<file path="src/rtl/mem_access_unit.sv">
// Load/store sequencer in front of a byte-wide data memory: splits byte and
// halfword requests into little-endian single-byte accesses behind a valid/ready response.
module mem_access_unit #(
   parameter int W = 8,
   parameter int A = 8
) (
   input  logic           Clk,
   input  logic           Reset,
   input  logic           ReqValid,
   output logic           ReqReady,
   input  logic           ReqWrite,
   input  logic           ReqHalf,
   input  logic           ReqSigned,
   input  logic [A-1:0]   ReqAddr,
   input  logic [2*W-1:0] ReqData,
   output logic           RespValid,
   input  logic           RespReady,
   output logic [2*W-1:0] RespData,
   output logic           Busy,
   output logic           MemWrite,
   output logic [A-1:0]   DataAddress,
   output logic [W-1:0]   DataIn,
   input  logic [W-1:0]   DataOut
);

   typedef enum logic [1:0] {IDLE, ACC0, ACC1, RESP} state_t;

   state_t         state_q, state_d;
   logic           write_q, write_d;
   logic           half_q, half_d;
   logic           signed_q, signed_d;
   logic [A-1:0]   addr_q, addr_d;
   logic [2*W-1:0] data_q, data_d;
   logic [W-1:0]   lo_q, lo_d;
   logic [2*W-1:0] resp_q, resp_d;
   logic           req_ready;
   logic           mem_we;

   always_ff @(posedge Clk) begin
      if (!Reset) begin
         state_q  <= IDLE;
         write_q  <= 1'b0;
         half_q   <= 1'b0;
         signed_q <= 1'b0;
         addr_q   <= '0;
         data_q   <= '0;
         lo_q     <= '0;
         resp_q   <= '0;
      end else begin
         state_q  <= state_d;
         write_q  <= write_d;
         half_q   <= half_d;
         signed_q <= signed_d;
         addr_q   <= addr_d;
         data_q   <= data_d;
         lo_q     <= lo_d;
         resp_q   <= resp_d;
      end
   end

   always_comb begin
      state_d     = state_q;
      write_d     = write_q;
      half_d      = half_q;
      signed_d    = signed_q;
      addr_d      = addr_q;
      data_d      = data_q;
      lo_d        = lo_q;
      resp_d      = resp_q;
      req_ready   = 1'b0;
      RespValid   = 1'b0;
      mem_we      = 1'b0;
      DataAddress = '0;
      DataIn      = '0;
      case (state_q)
         IDLE: begin
            req_ready = 1'b1;
            if (ReqValid) begin
               write_d  = ReqWrite;
               half_d   = ReqHalf;
               signed_d = ReqSigned;
               addr_d   = ReqAddr;
               data_d   = ReqData;
               state_d  = ACC0;
            end
         end
         ACC0: begin
            DataAddress = addr_q;
            if (write_q) begin
               mem_we = 1'b1;
               DataIn = data_q[W-1:0];
            end else begin
               lo_d = DataOut;
            end
            if (half_q) begin
               state_d = ACC1;
            end else begin
               state_d = RESP;
               if (write_q)
                  resp_d = '0;
               else if (signed_q)
                  resp_d = {{W{DataOut[W-1]}}, DataOut};
               else
                  resp_d = {{W{1'b0}}, DataOut};
            end
         end
         ACC1: begin
            // Address arithmetic is A bits wide, so the top byte wraps to 0.
            DataAddress = addr_q + A'(1);
            if (write_q) begin
               mem_we = 1'b1;
               DataIn = data_q[2*W-1:W];
               resp_d = '0;
            end else begin
               resp_d = {DataOut, lo_q};
            end
            state_d = RESP;
         end
         RESP: begin
            RespValid = 1'b1;
            if (RespReady)
               state_d = IDLE;
         end
         default: state_d = IDLE;
      endcase
   end

   // Reset gating keeps a write from landing in the cycle that aborts it.
   assign ReqReady = req_ready & Reset;
   assign MemWrite = mem_we & Reset;
   assign RespData = resp_q;
   assign Busy     = (state_q != IDLE);

endmodule
</file>
<file path="config.mk">
export PLATFORM = sky130hd
export DESIGN_NAME = mem_access_unit
export DESIGN_NICKNAME = d
export VERILOG_FILES = /design/src/rtl/mem_access_unit.sv
export SDC_FILE = /design/constraint.sdc
export NUM_CORES = 1
export LEC_CHECK = 0
export CAP_MARGIN = 20
export CORE_ASPECT_RATIO = 0.6
export CORE_UTILIZATION = 47
export DETAILED_ROUTE_END_ITERATION = 10
export HOLD_SLACK_MARGIN = 0.12
export PLACE_DENSITY = 0.8
export SLEW_MARGIN = 10
export SYNTH_ARGS = -nofsm -noshare
export SYNTH_HDL_FRONTEND = slang
export SYNTH_SLANG_ARGS = --single-unit
</file>
<file path="constraint.sdc">
create_clock -name Clk -period 2.5 [get_ports Clk]
set_input_delay 0.625 -clock Clk [delete_from_list [all_inputs] [get_ports Clk]]
set_output_delay 0.625 -clock Clk [all_outputs]
set_load 0.03 [all_outputs]
</file>
==> impl_metrics.yaml <==
placement:
  place_ws_ps: 238.1
  placedInstanceArea_um2: 3259
  post-dp-hpwl_um: 4514
  gp_congestion: 0.8376
  port_buffers: 74
  dp_cells: 434
cells_and_area:
  fill_cells: 430
  drive_gt1_share_pct: 14.59
  multi_input_area_um2: 1359
  instances_no_fill: 443
  nets: 422
  final_cell_mix: "nand2_1 (64), clkdlybuf4s50_1 (56), dfxtp_1 (49), a21oi_1 (40), buf_4 (29)"
  area_growth_syn_to_layout_pct: 36.79
  final_area_um2: 3433
  num_antenna_cells: 0
  final_common_cell: "nand2_1"
  seq_area_um2: 1074
critical_path:
  critPathTopFamily: "flip-flops"
  startpoint_type: "register"
  path_buf_inv: 3
  crit_arrival_ps: 1840
  worstSetupPathType: "register to output port"
  reg2reg_slack_ps: 680
  crit_path_frequent_cell: "inv_1"
  critical-path-max-stage-delay_ps: 390
  cp_max_fo: 5
  cp_cell_sequence: "inv_1 > ha_1 > inv_1 > or3_1 > o22ai_2 > buf_6"
  cp.required_ps: 1880
  slowest_stage: "dfxtp_4"
  end_kind: "output port"
clock_network:
  cts_sinks: 53
  numCtsBuffers: 5
  insertion_delay_ps: 300
  cts_buffer_depth: 2
  cts_tree: "built"
  clk_pin_slew_ps: 100
  cts-root-buf: "clkbuf_8"
  htreeDepth: 2
  cts_hold_buf: 0
floorplanning:
  floorplan.initialDensity_pct: 49.17
  die_area_um2: 5646
  io-pin-count: 75
  core-area_um2: 5105
  rows: 20
  die_x_um: 96.34
  dieHeight_um: 58.61
logic_synthesis:
  syn_area_per_cell_um2: 8.229
  yosysTopAreaCellShare_pct: 42.27
  synth_cells: 305
  syn_area_um2: 2510
  synth_top_cell_by_area: "dfxtp_1"
  synth_fp_nets: 350
  synth-seq-cells: 53
  synth.area.top_cells: "dfxtp_1 (42%), nand2_1 (9.6%), a21oi_1 (8.0%)"
  ys_seq_area_share_pct: 42.27
  yosysWarnings: 0
  synth_cell_types: 33
power:
  p_per_area_nw_per_um2: 1088
  peakVddDrop_v: 0.0004161
  p_leak_nw: 1.257
drt:
  drcViolationCount: 0
  drt-initial-drc-count: 164
  wl_um: 6438
  vias: 2407
  drtPass1Iterations: 5
  via_per_inst: 5.433
  wl_per_cell_um: 14.53
  ant_nets: 0
sta:
  fin_crit_ps: 2470
  worst_slew_pin_slew_ps: 463.5
  final_hold_viol_count: 0
  final-setup-viol-count: 0
  layout_setup_ws_ps: 30.08
  skew_ps: 9.451
  fmax_ghz: 0.4049
  slew_headroom_pct: 69.10
  maxSlewViolCount: 0
  rsz0062_at_grt: "true"
  fin_crit_sh_pct: 98.80
grt:
  grt_pass1_wl_um: 9970
  grt_max_degree: 46
  grt_pass1_vias: 2101
  antenna_found_initial: 0
  grt_overflow: 0
  grt_usage_pct: 23.20
run:
  cap_violations: 0
worst_hold_path:
  hp-class: "register to register"
status:
  status: "complete, no violations"
[worst reg2reg max path: cells and delay by family (launching register included)]
kind / cells / cell delay, ps
buffers and inverters: 2 / 400
and+or+nand+nor: 2 / 400
DFF: 1 / 360
adders and majority gates: 1 / 260
AOI/OAI and AO/OA: 1 / 280
[synth_stat cells]
cell type and n:
clkbuf_1 6, mux2i_1 16, inv_1 5, nand4_1 1
buf_1 3, o221a_2 3, and2_1 8, a21oi_1 40
ha_1 6, nand3_1 11, dfxtp_1 53, a31oi_1 3
nor3_1 1, o211ai_1 3, o2bb2ai_2 1, or3_1 2
a211o_1 9, nor2_1 21, buf_6 2, o221a_1 4
nand3b_1 2, a22oi_1 9, nand2_1 64, o311a_1 1
o22ai_1 1, nor2b_1 5, or4_1 3, a41oi_1 1
o21ai_0 3, o31ai_1 1, inv_4 1, nand2b_1 5
buf_2 11
[flip-flops by register name, indices dropped and copies added, names as in the netlist]
signal / cells
RespData: 16
addr_q: 8
data_q: 16
half_q: 1
lo_q: 8
signed_q: 1
state_q: 2
write_q: 1
[what timing repair did]
action	CTS	global route
buffers inserted	0	2
gates resized for setup	6	14
pin swaps	1	3
setup endpoints to repair	6	15
[path summary, 6_finish.rpt]
path              start        endpoint  cells past startpoint
max reg2reg  state_q[0]      state_q[0]                      6
max          state_q[1]  DataAddress[3]                      6
min reg2reg   data_q[7]       data_q[7]                      2
min           data_q[7]       data_q[7]                      2
[cells by family after synthesis]
| family | share of synthesized area [%] |
|---|---|
| AOI/OAI and AO/OA | 21.09 |
| muxes | 6.381 |
| adders and majority gates | 2.991 |
| buffers and inverters | 5.434 |
| DFF | 42.27 |
| and+or+nand+nor | 21.83 |
[layer usage]
metal	vias up	track usage (%)	part of all wire, %
li1	1200	-	-
met1	1120	34.11	48
met2	85	34.65	44
met3	2	5.814	8.2
met4	0	4.412	0.30
met5	-	0	0
[stage by stage]
step	util (%)	power [mW]	TNS, ps	hold WS (ps)
finish	67.25	3.735	0	460.2
global placement	63.85	3.133	0	445.2
floorplan	-	2.550	0	431.2
global route	67.25	3.990	-71.38	479.1
CTS	65.78	3.671	0	460.4
detailed placement	63.85	3.166	0	446.9
[power breakdown]
part,total (mW),internal (mW),switching [mW]
clock,0.488,0.219,0.269
combinational,2.00,0.842,1.16
sequential,1.25,1.09,0.158
total,3.74,2.15,1.58
[area by class of cell]
cell class	count	area share (%)
clock buffer	6	2.405
clock inverter	1	0.2187
sequential	53	31.27
inverter	6	0.8017
multi-input combinational	224	39.58
timing repair buffer	87	23.32
tap	66	2.405
Note: power is estimated with default switching activity, not from simulation.
